File: config.mk
export PLATFORM = sky130hd
export DESIGN_NAME = mbisr_chain_ctrl
export DESIGN_NICKNAME = d
export VERILOG_FILES = /design/src/rtl/mbisr_chain_pkg.sv /design/src/rtl/mbisr_chain_shifter.sv /design/src/rtl/mbisr_chain_ctrl.sv
export SDC_FILE = /design/constraint.sdc
export NUM_CORES = 1
export LEC_CHECK = 0
export CAP_MARGIN = 5
export CORE_MARGIN = 1
export CORE_UTILIZATION = 40
export DETAILED_ROUTE_END_ITERATION = 12
export PLACE_DENSITY_LB_ADDON = 0.2
export RECOVER_POWER = 100
export SETUP_SLACK_MARGIN = 0.5
export SLEW_MARGIN = 20
export SYNTH_ARGS = -nofsm -noshare
export SYNTH_HDL_FRONTEND = slang
export SYNTH_SLANG_ARGS = --single-unit
File: constraint.sdc
create_clock -name CLK -period 5.1 [get_ports CLK]
set_clock_uncertainty 0.15 [all_clocks]
set_input_delay 0.51 -clock CLK [delete_from_list [all_inputs] [get_ports CLK]]
set_output_delay 0.51 -clock CLK [all_outputs]
set_load 0.1 [all_outputs]
File: src/rtl/mbisr_chain_pkg.sv
// Shared types and default sizes for the MBISR repair-chain sequencer.
package mbisr_chain_pkg;

   localparam int DATA_W_DEF = 32;
   localparam int LEN_W_DEF  = 6;

   typedef enum logic [1:0] {
      OP_NOP           = 2'd0,
      OP_CAPTURE       = 2'd1,
      OP_SHIFT         = 2'd2,
      OP_CAPTURE_SHIFT = 2'd3
   } op_e;

   typedef enum logic [1:0] {
      ST_IDLE    = 2'd0,
      ST_CAPTURE = 2'd1,
      ST_SHIFT   = 2'd2,
      ST_RESP    = 2'd3
   } state_e;

endpackage

File: src/rtl/mbisr_chain_shifter.sv
// Bit counter, serializer for chain SI and deserializer for chain SO.
module mbisr_chain_shifter
   import mbisr_chain_pkg::*;
#(
   parameter int DATA_W = DATA_W_DEF,
   parameter int LEN_W  = LEN_W_DEF
) (
   input  logic              clk_i,
   input  logic              rst_i,
   input  logic              load_i,
   input  logic              shift_i,
   input  logic [LEN_W-1:0]  len_i,
   input  logic [DATA_W-1:0] wdata_i,
   input  logic              so_i,
   output logic              si_o,
   output logic              done_o,
   output logic              len_nz_o,
   output logic [DATA_W-1:0] rdata_o
);

   localparam logic [LEN_W-1:0] LEN_MAX = LEN_W'(DATA_W);

   logic [DATA_W-1:0] wdata_q;
   logic [DATA_W-1:0] rdata_q;
   logic [DATA_W-1:0] bit_q;
   logic [LEN_W-1:0]  cnt_q;
   logic [LEN_W-1:0]  len_q;
   logic [LEN_W-1:0]  len_sat_s;

   // Oversized lengths clamp to the widest transfer the data buses can carry.
   always_comb begin
      len_sat_s = len_i;
      if (len_i > LEN_MAX) begin
         len_sat_s = LEN_MAX;
      end else begin
         len_sat_s = len_i;
      end
   end

   // bit_q is a one-hot pointer to the rdata slot filled by the current cycle.
   always_ff @(posedge clk_i or posedge rst_i) begin
      if (rst_i) begin
         wdata_q <= '0;
         rdata_q <= '0;
         bit_q   <= '0;
         cnt_q   <= '0;
         len_q   <= '0;
      end else if (load_i) begin
         wdata_q <= wdata_i;
         rdata_q <= '0;
         bit_q   <= DATA_W'(1);
         cnt_q   <= '0;
         len_q   <= len_sat_s;
      end else if (shift_i) begin
         wdata_q <= wdata_q >> 1;
         rdata_q <= rdata_q | (bit_q & {DATA_W{so_i}});
         bit_q   <= bit_q << 1;
         cnt_q   <= cnt_q + LEN_W'(1);
      end else begin
         wdata_q <= wdata_q;
         rdata_q <= rdata_q;
         bit_q   <= bit_q;
         cnt_q   <= cnt_q;
         len_q   <= len_q;
      end
   end

   assign si_o     = wdata_q[0];
   assign done_o   = shift_i && (cnt_q == (len_q - LEN_W'(1)));
   assign len_nz_o = (len_q != '0);
   assign rdata_o  = rdata_q;

endmodule

File: src/rtl/mbisr_chain_ctrl.sv
// Command sequencer for one MBISR repair chain: capture, shift, respond,
// with the chain clock enabled only while capturing or shifting.
module mbisr_chain_ctrl
   import mbisr_chain_pkg::*;
#(
   parameter int DATA_W = DATA_W_DEF,
   parameter int LEN_W  = LEN_W_DEF
) (
   input  logic              CLK,
   input  logic              RST,
   input  logic              cmd_valid,
   output logic              cmd_ready,
   input  logic [1:0]        cmd_op,
   input  logic [LEN_W-1:0]  cmd_len,
   input  logic [DATA_W-1:0] cmd_wdata,
   input  logic              cfg_msel,
   output logic              rsp_valid,
   input  logic              rsp_ready,
   output logic [DATA_W-1:0] rsp_rdata,
   output logic              busy,
   output logic              chain_clk_en,
   output logic              chain_se,
   output logic              chain_si,
   output logic              chain_msel,
   input  logic              chain_so
);

   state_e state_q;
   op_e    op_q;
   logic   rsp_valid_q;
   logic   clk_en_q;
   logic   se_q;
   logic   msel_q;
   logic   busy_q;
   logic   accept_s;
   logic   done_s;
   logic   len_nz_s;

   assign accept_s = (state_q == ST_IDLE) && cmd_valid;

   mbisr_chain_shifter #(
      .DATA_W (DATA_W),
      .LEN_W  (LEN_W)
   ) u_shifter (
      .clk_i    (CLK),
      .rst_i    (RST),
      .load_i   (accept_s),
      .shift_i  (state_q == ST_SHIFT),
      .len_i    (cmd_len),
      .wdata_i  (cmd_wdata),
      .so_i     (chain_so),
      .si_o     (chain_si),
      .done_o   (done_s),
      .len_nz_o (len_nz_s),
      .rdata_o  (rsp_rdata)
   );

   // Main FSM; every chain-facing output is registered alongside the state.
   always_ff @(posedge CLK or posedge RST) begin
      if (RST) begin
         state_q     <= ST_IDLE;
         op_q        <= OP_NOP;
         rsp_valid_q <= 1'b0;
         clk_en_q    <= 1'b0;
         se_q        <= 1'b0;
         msel_q      <= 1'b0;
         busy_q      <= 1'b0;
      end else begin
         case (state_q)
            ST_IDLE: begin
               if (cmd_valid) begin
                  op_q   <= op_e'(cmd_op);
                  msel_q <= cfg_msel;
                  busy_q <= 1'b1;
                  case (op_e'(cmd_op))
                     OP_CAPTURE, OP_CAPTURE_SHIFT: begin
                        state_q  <= ST_CAPTURE;
                        clk_en_q <= 1'b1;
                        se_q     <= 1'b0;
                     end
                     OP_SHIFT: begin
                        if (cmd_len != '0) begin
                           state_q  <= ST_SHIFT;
                           clk_en_q <= 1'b1;
                           se_q     <= 1'b1;
                        end else begin
                           state_q     <= ST_RESP;
                           rsp_valid_q <= 1'b1;
                        end
                     end
                     default: begin
                        state_q     <= ST_RESP;
                        rsp_valid_q <= 1'b1;
                     end
                  endcase
               end
            end
            ST_CAPTURE: begin
               if ((op_q == OP_CAPTURE_SHIFT) && len_nz_s) begin
                  state_q <= ST_SHIFT;
                  se_q    <= 1'b1;
               end else begin
                  state_q     <= ST_RESP;
                  clk_en_q    <= 1'b0;
                  rsp_valid_q <= 1'b1;
               end
            end
            ST_SHIFT: begin
               if (done_s) begin
                  state_q     <= ST_RESP;
                  clk_en_q    <= 1'b0;
                  se_q        <= 1'b0;
                  rsp_valid_q <= 1'b1;
               end
            end
            ST_RESP: begin
               if (rsp_ready) begin
                  state_q     <= ST_IDLE;
                  rsp_valid_q <= 1'b0;
                  busy_q      <= 1'b0;
               end
            end
            default: begin
               state_q     <= ST_IDLE;
               rsp_valid_q <= 1'b0;
               clk_en_q    <= 1'b0;
               se_q        <= 1'b0;
               busy_q      <= 1'b0;
            end
         endcase
      end
   end

   assign cmd_ready    = (state_q == ST_IDLE) && !RST;
   assign rsp_valid    = rsp_valid_q;
   assign busy         = busy_q;
   assign chain_clk_en = clk_en_q;
   assign chain_se     = se_q;
   assign chain_msel   = msel_q;

endmodule

# After elaboration in Yosys (flattened, before gate mapping)
# Index checks and enable logic that the tools add are counted.
# Widths: inputs -> output; s select.
# totals
output_inout_bits,39
word_cells,87
regBits,117
in_bits,46
# classes
addsub,2
bitwise,2
n_reduce_logical,18
n_eq_ne,17
n_mux,35
n_lt_le_gt_ge,1
# ops
operator,count
$mux 32,6
$and 32x32->32,1
$or 32x32->32,1
$mux 6,3
$reduce_and 6->1,3
$mux 1,14
$ne 2x2->1 const B,6
$reduce_bool 6->1,2
$eq 2x2->1 const B,5
$pmux 1 s2,4
$pmux 2 s4,1
$add 6x1->6 const B,1
$eq 6x6->1,1
$gt 6x6->1 const B,1
$mux 2,3
$ne 3x3->1 const B,2
$pmux 1 s3,2
$reduce_and 3->1,2
$sub 6x1->6 const B,1
$eq 2x1->1 const B,2
$logic_and 1x1->1,4
$pmux 1 s4,1
$pmux 2 s2,1
$reduce_bool 2->1,2
other kinds (6),6

# Logic depth before layout (Yosys ltp)
# logic_depth
depth_word,5
depth_mapped,9
depth_no_buf,7

# By module
# Synthesis repeated with hierarchy kept, for this count alone.
# hier_totals
hier_cells,474
hier_area_um2,5136.2
# by_module_without_submodules
mod,area_per_inst_um2,cells_each,instances
mbisr_chain_shifter,4500.6,414,1
mbisr_chain_ctrl,635.6,60,1

# Least setup slack after synthesis
# No wires, ideal clock.
# synth_timing
path_kind,flip-flop to output port
from,register state_q[0]
to,output cmd_ready
t_arrival_ns,2.193
path_stages_with_launch,5
n_path_buf,1
required_ns,4.440
slack_ns,2.247
path_cell_list,dfrtp_1 -> inv_1 -> ha_1 -> clkbuf_1 -> nor2b_1
# synth_via
elab_chain_len,2
# synth_lines
item,line,source
from (decl),mbisr_chain_ctrl.sv:28,state_e state_q;
from (signal assigned),mbisr_chain_ctrl.sv:61,state_q <= ST_IDLE;
from (signal assigned),mbisr_chain_ctrl.sv:77,state_q <= ST_CAPTURE;
from (signal assigned),mbisr_chain_ctrl.sv:83,state_q <= ST_SHIFT;
$logic_not 2->1,mbisr_chain_ctrl.sv:134,assign cmd_ready = (state_q == ST_IDLE) && !RST;
$logic_and 1x1->1,mbisr_chain_ctrl.sv:134,
to (decl),mbisr_chain_ctrl.sv:12,"output logic cmd_ready,"
# Every way passes these cells.

# Worst setup path in the final report
# layout_timing
from,register state_q[0]
to,register u_shifter.wdata_q[19]
# layout_via
elab_chain_len,3
# layout_lines
item,line,source
$logic_not 2->1,mbisr_chain_ctrl.sv:39,assign accept_s = (state_q == ST_IDLE) && cmd_valid;
$logic_and 1x1->1,mbisr_chain_ctrl.sv:39,
$mux 32 / $reduce_bool 2->1 (equally long branches),-,
to (signal assigned),mbisr_chain_shifter.sv:49,wdata_q <= wdata_i;
to (signal assigned),mbisr_chain_shifter.sv:55,wdata_q <= wdata_q >> 1;
to (signal assigned),mbisr_chain_shifter.sv:60,wdata_q <= wdata_q;
to (decl),mbisr_chain_shifter.sv:23,logic [DATA_W-1:0] wdata_q;
# Parallel ways exist; a longest one is shown, timed or not.
# A chain may end at the register's enable or synchronous reset.

==> qor.yml <==
synth_most_common_cell: "dfrtp_1"
slew_viol_final: 119
tritoncts: "built"
cts_sinks: 117
grt_pass1_vias: 3790
totalWireLength_um: 10600
hp-class: "reg2reg"
clkLatencyLatePin_ns: 0.42
grtUsageTotal: 0.174
startpoint: "state_q[0]$_DFFE_PP0P_"
final_antenna_net_count: 0
fin_cells: 755
worst_pin_slew_ns: 2.37
fmax_mhz: 271
grt_max_degree: 92
cp.arrival_ns: 3.79
ys_seq_elements: 117
synth-edff-count: 0
whs_endpoint: "chain_msel$_DFFE_PP0P_"
postSynthCellCount: 494
min-delay-start: "chain_msel$_DFFE_PP0P_"
min_delay_path_depth: 2
place_inst: 725
synthFlopType: "dfrtp_1"
grt_pass1_wl_um: 17800
wl_per_cell_um: 14.0
seq_area_um2: 2930
via_count: 3712
ir_drop_mv: 0.352
multi_input_area_um2: 2090
area_growth_pct: 30.3
finalSetupTns_ns: 0
row_count: 41
antenna_cells: 0
postCtsHoldBufs: 0
use_met1: 0.212
syn_avg_cell_area_um2: 10.4
postCtsResizedCells: 0
setup_violations: 0
place_congestion: 0.781
synth_seq_area_share: 0.568
path_class: "reg2reg"
core_um2: 12600
leakage_nw: 3.14
fill_cells: 1163
clk_pin_slew_ns: 0.05
htreeDepth: 4
die-area_um2: 13400
cts_setup_buffers: 0
post-route-period-util: 0.724
netlist_area_um2: 5160
cts_made_buffers: 17
cp-end-kind: "flip-flop"
rsz0062_at_grt: "false"
grt-ovfl-total: 0
die_h_um: 116
grt.met3_usage: 0.0549
post-route-min-period_ns: 3.69
cellPowerDensity_nw_per_um2: 755
grt_use_met2: 0.285
root_buffer: "clkbuf_16"
ys_types: 39
synth_fp_nets: 547
ys_top_cells_by_count: "117 x dfrtp_1, 72 x nor2_1, 64 x mux2i_1, 60 x nand2_1, 42 x o21ai_0"
die_width_um: 116
final_nets: 625
synth_top_area_frac: 0.568
drv_cap: 4
startpoint_type: "flip-flop"
async_flop_share: 1.00
drt_iter0_drc: 203
vias_per_cell: 4.92
cp.required_ns: 5.20
worstPathMaxFanout: 40
cts_buffer_depth: 2
status: "finished with violations"
busiest_layer: "met2"
hold_viol_final: 0
yosys.area.top_type: "dfrtp_1"
r2r_cells: 5
r2r_setup_slack_ns: 1.41
port_buffers: 84
synth.area.top_cells: "dfrtp_1 57%, mux2i_1 12%, nor2_1 5.2%, nand2_1 4.4%, o21ai_0 4.1%"
violations: "capacitance limit, slew limit"
layout-drive-gt1-share: 0.0686
ys_warn_count: 0
r2r_start: "state_q[0]$_DFFE_PP0P_"
drcViolationCount: 0
timing.rr.end: "u_shifter.wdata_q[19]$_DFFE_PP0P_"
relSlewSlack: -0.582
antenna_found_initial: 0
dp_hpwl_um: 6790
ios: 85
floorplan.initialDensity: 0.409
drt_pass1_iterations: 4
## cell usage in the layout, fill, tap and decap left out, drive strengths merged, types with 2 or more instances in the layout
master / n
a21oi: 36
a31oi: 2
and2: 2
bufinv: 3
clkbuf: 23
clkdlybuf4s50: 44
clkinv: 5
clkinvlp: 3
dfrtp: 117
dlygate4sd3: 40
ha: 7
inv: 7
mux2: 3
mux2i: 64
nand2: 60
nand2b: 8
nand3: 2
nand3b: 3
nand4: 4
nor2: 72
nor2b: 4
o211ai: 4
o21ai: 42
or3: 3
xnor2: 6
xor2: 4
## routing by layer
metal / up-vias / part of all wire
met5: - / 0
met4: 0 / 0.015
met3: 13 / 0.033
met2: 52 / 0.48
met1: 1809 / 0.47
li1: 1838 / -
## logic make-up after synthesis
group | count (synthesis) | synth area share
and+or+nand+nor | 162 | 0.135
buffers and inverters | 37 | 0.0269
muxes | 67 | 0.131
AOI/OAI and AO/OA | 94 | 0.105
adders and majority gates | 7 | 0.0170
xor gates and xnor gates | 10 | 0.0170
DFF | 117 | 0.568
## report_power, final
| part | leakage [nW] | switching, W | total, W | internal, W |
|---|---|---|---|---|
| clock network | 0.293 | 0.000402 | 0.00120 | 0.000795 |
| logic | 1.31 | 0.00154 | 0.00227 | 0.000734 |
| registers | 1.53 | 0.000272 | 0.00160 | 0.00133 |
| total | 3.14 | 0.00222 | 0.00507 | 0.00286 |
## worst max-delay path by stage
stage	to	slack (ns)	depth (start not counted)
finish	u_shifter.wdata_q[19]$_DFFE_PP0P_	1.41	5
global route	u_shifter.wdata_q[16]$_DFFE_PP0P_	0.97	3
CTS	cmd_ready	1.81	4
detailed placement	cmd_ready	2.19	3
global placement	cmd_ready	2.20	3
floorplan	busy$_DFFE_PP0P_	1.34	1
## critical path, cell delays in order (launching register included)
cell	delay, ns
dfrtp_1	0.41
inv_1	0.14
ha_4	0.57
clkbuf_1	1.75
mux2i_1	0.33
o21ai_0	0.13
## final cells by class
cell class              count  area share
clock buffers              20      0.0694
clock inverters            10      0.0194
inverters                   8     0.00465
multi-input cells         340       0.311
flip-flops and latches    117       0.436
well taps                 172      0.0320
repair buffers             88       0.128
## stage by stage
step	worst slack (ns)	total power, W	hold slack, ns	utilization	area (µm²)
finish	1.41	0.00507	0.324	0.533	6720
floorplan	1.34	0.00342	0.318	-	5160
global placement	2.20	0.00392	0.318	0.488	6150
detailed placement	2.19	0.00396	0.322	0.488	6150
global route	0.971	0.00538	0.359	0.533	6720
CTS	1.81	0.00518	0.335	0.535	6750
## flip-flops by register name, summed over array words and instances, names as in the netlist
register / count
u_shifter.bit_q: 32
u_shifter.rdata_o: 32
u_shifter.wdata_q: 32
u_shifter.cnt_q: 6
u_shifter.len_q: 6
op_q: 2
state_q: 2
busy: 1
chain_clk_en: 1
chain_msel: 1
chain_se: 1
rsp_valid: 1
Power figures use the tool's default switching activity.
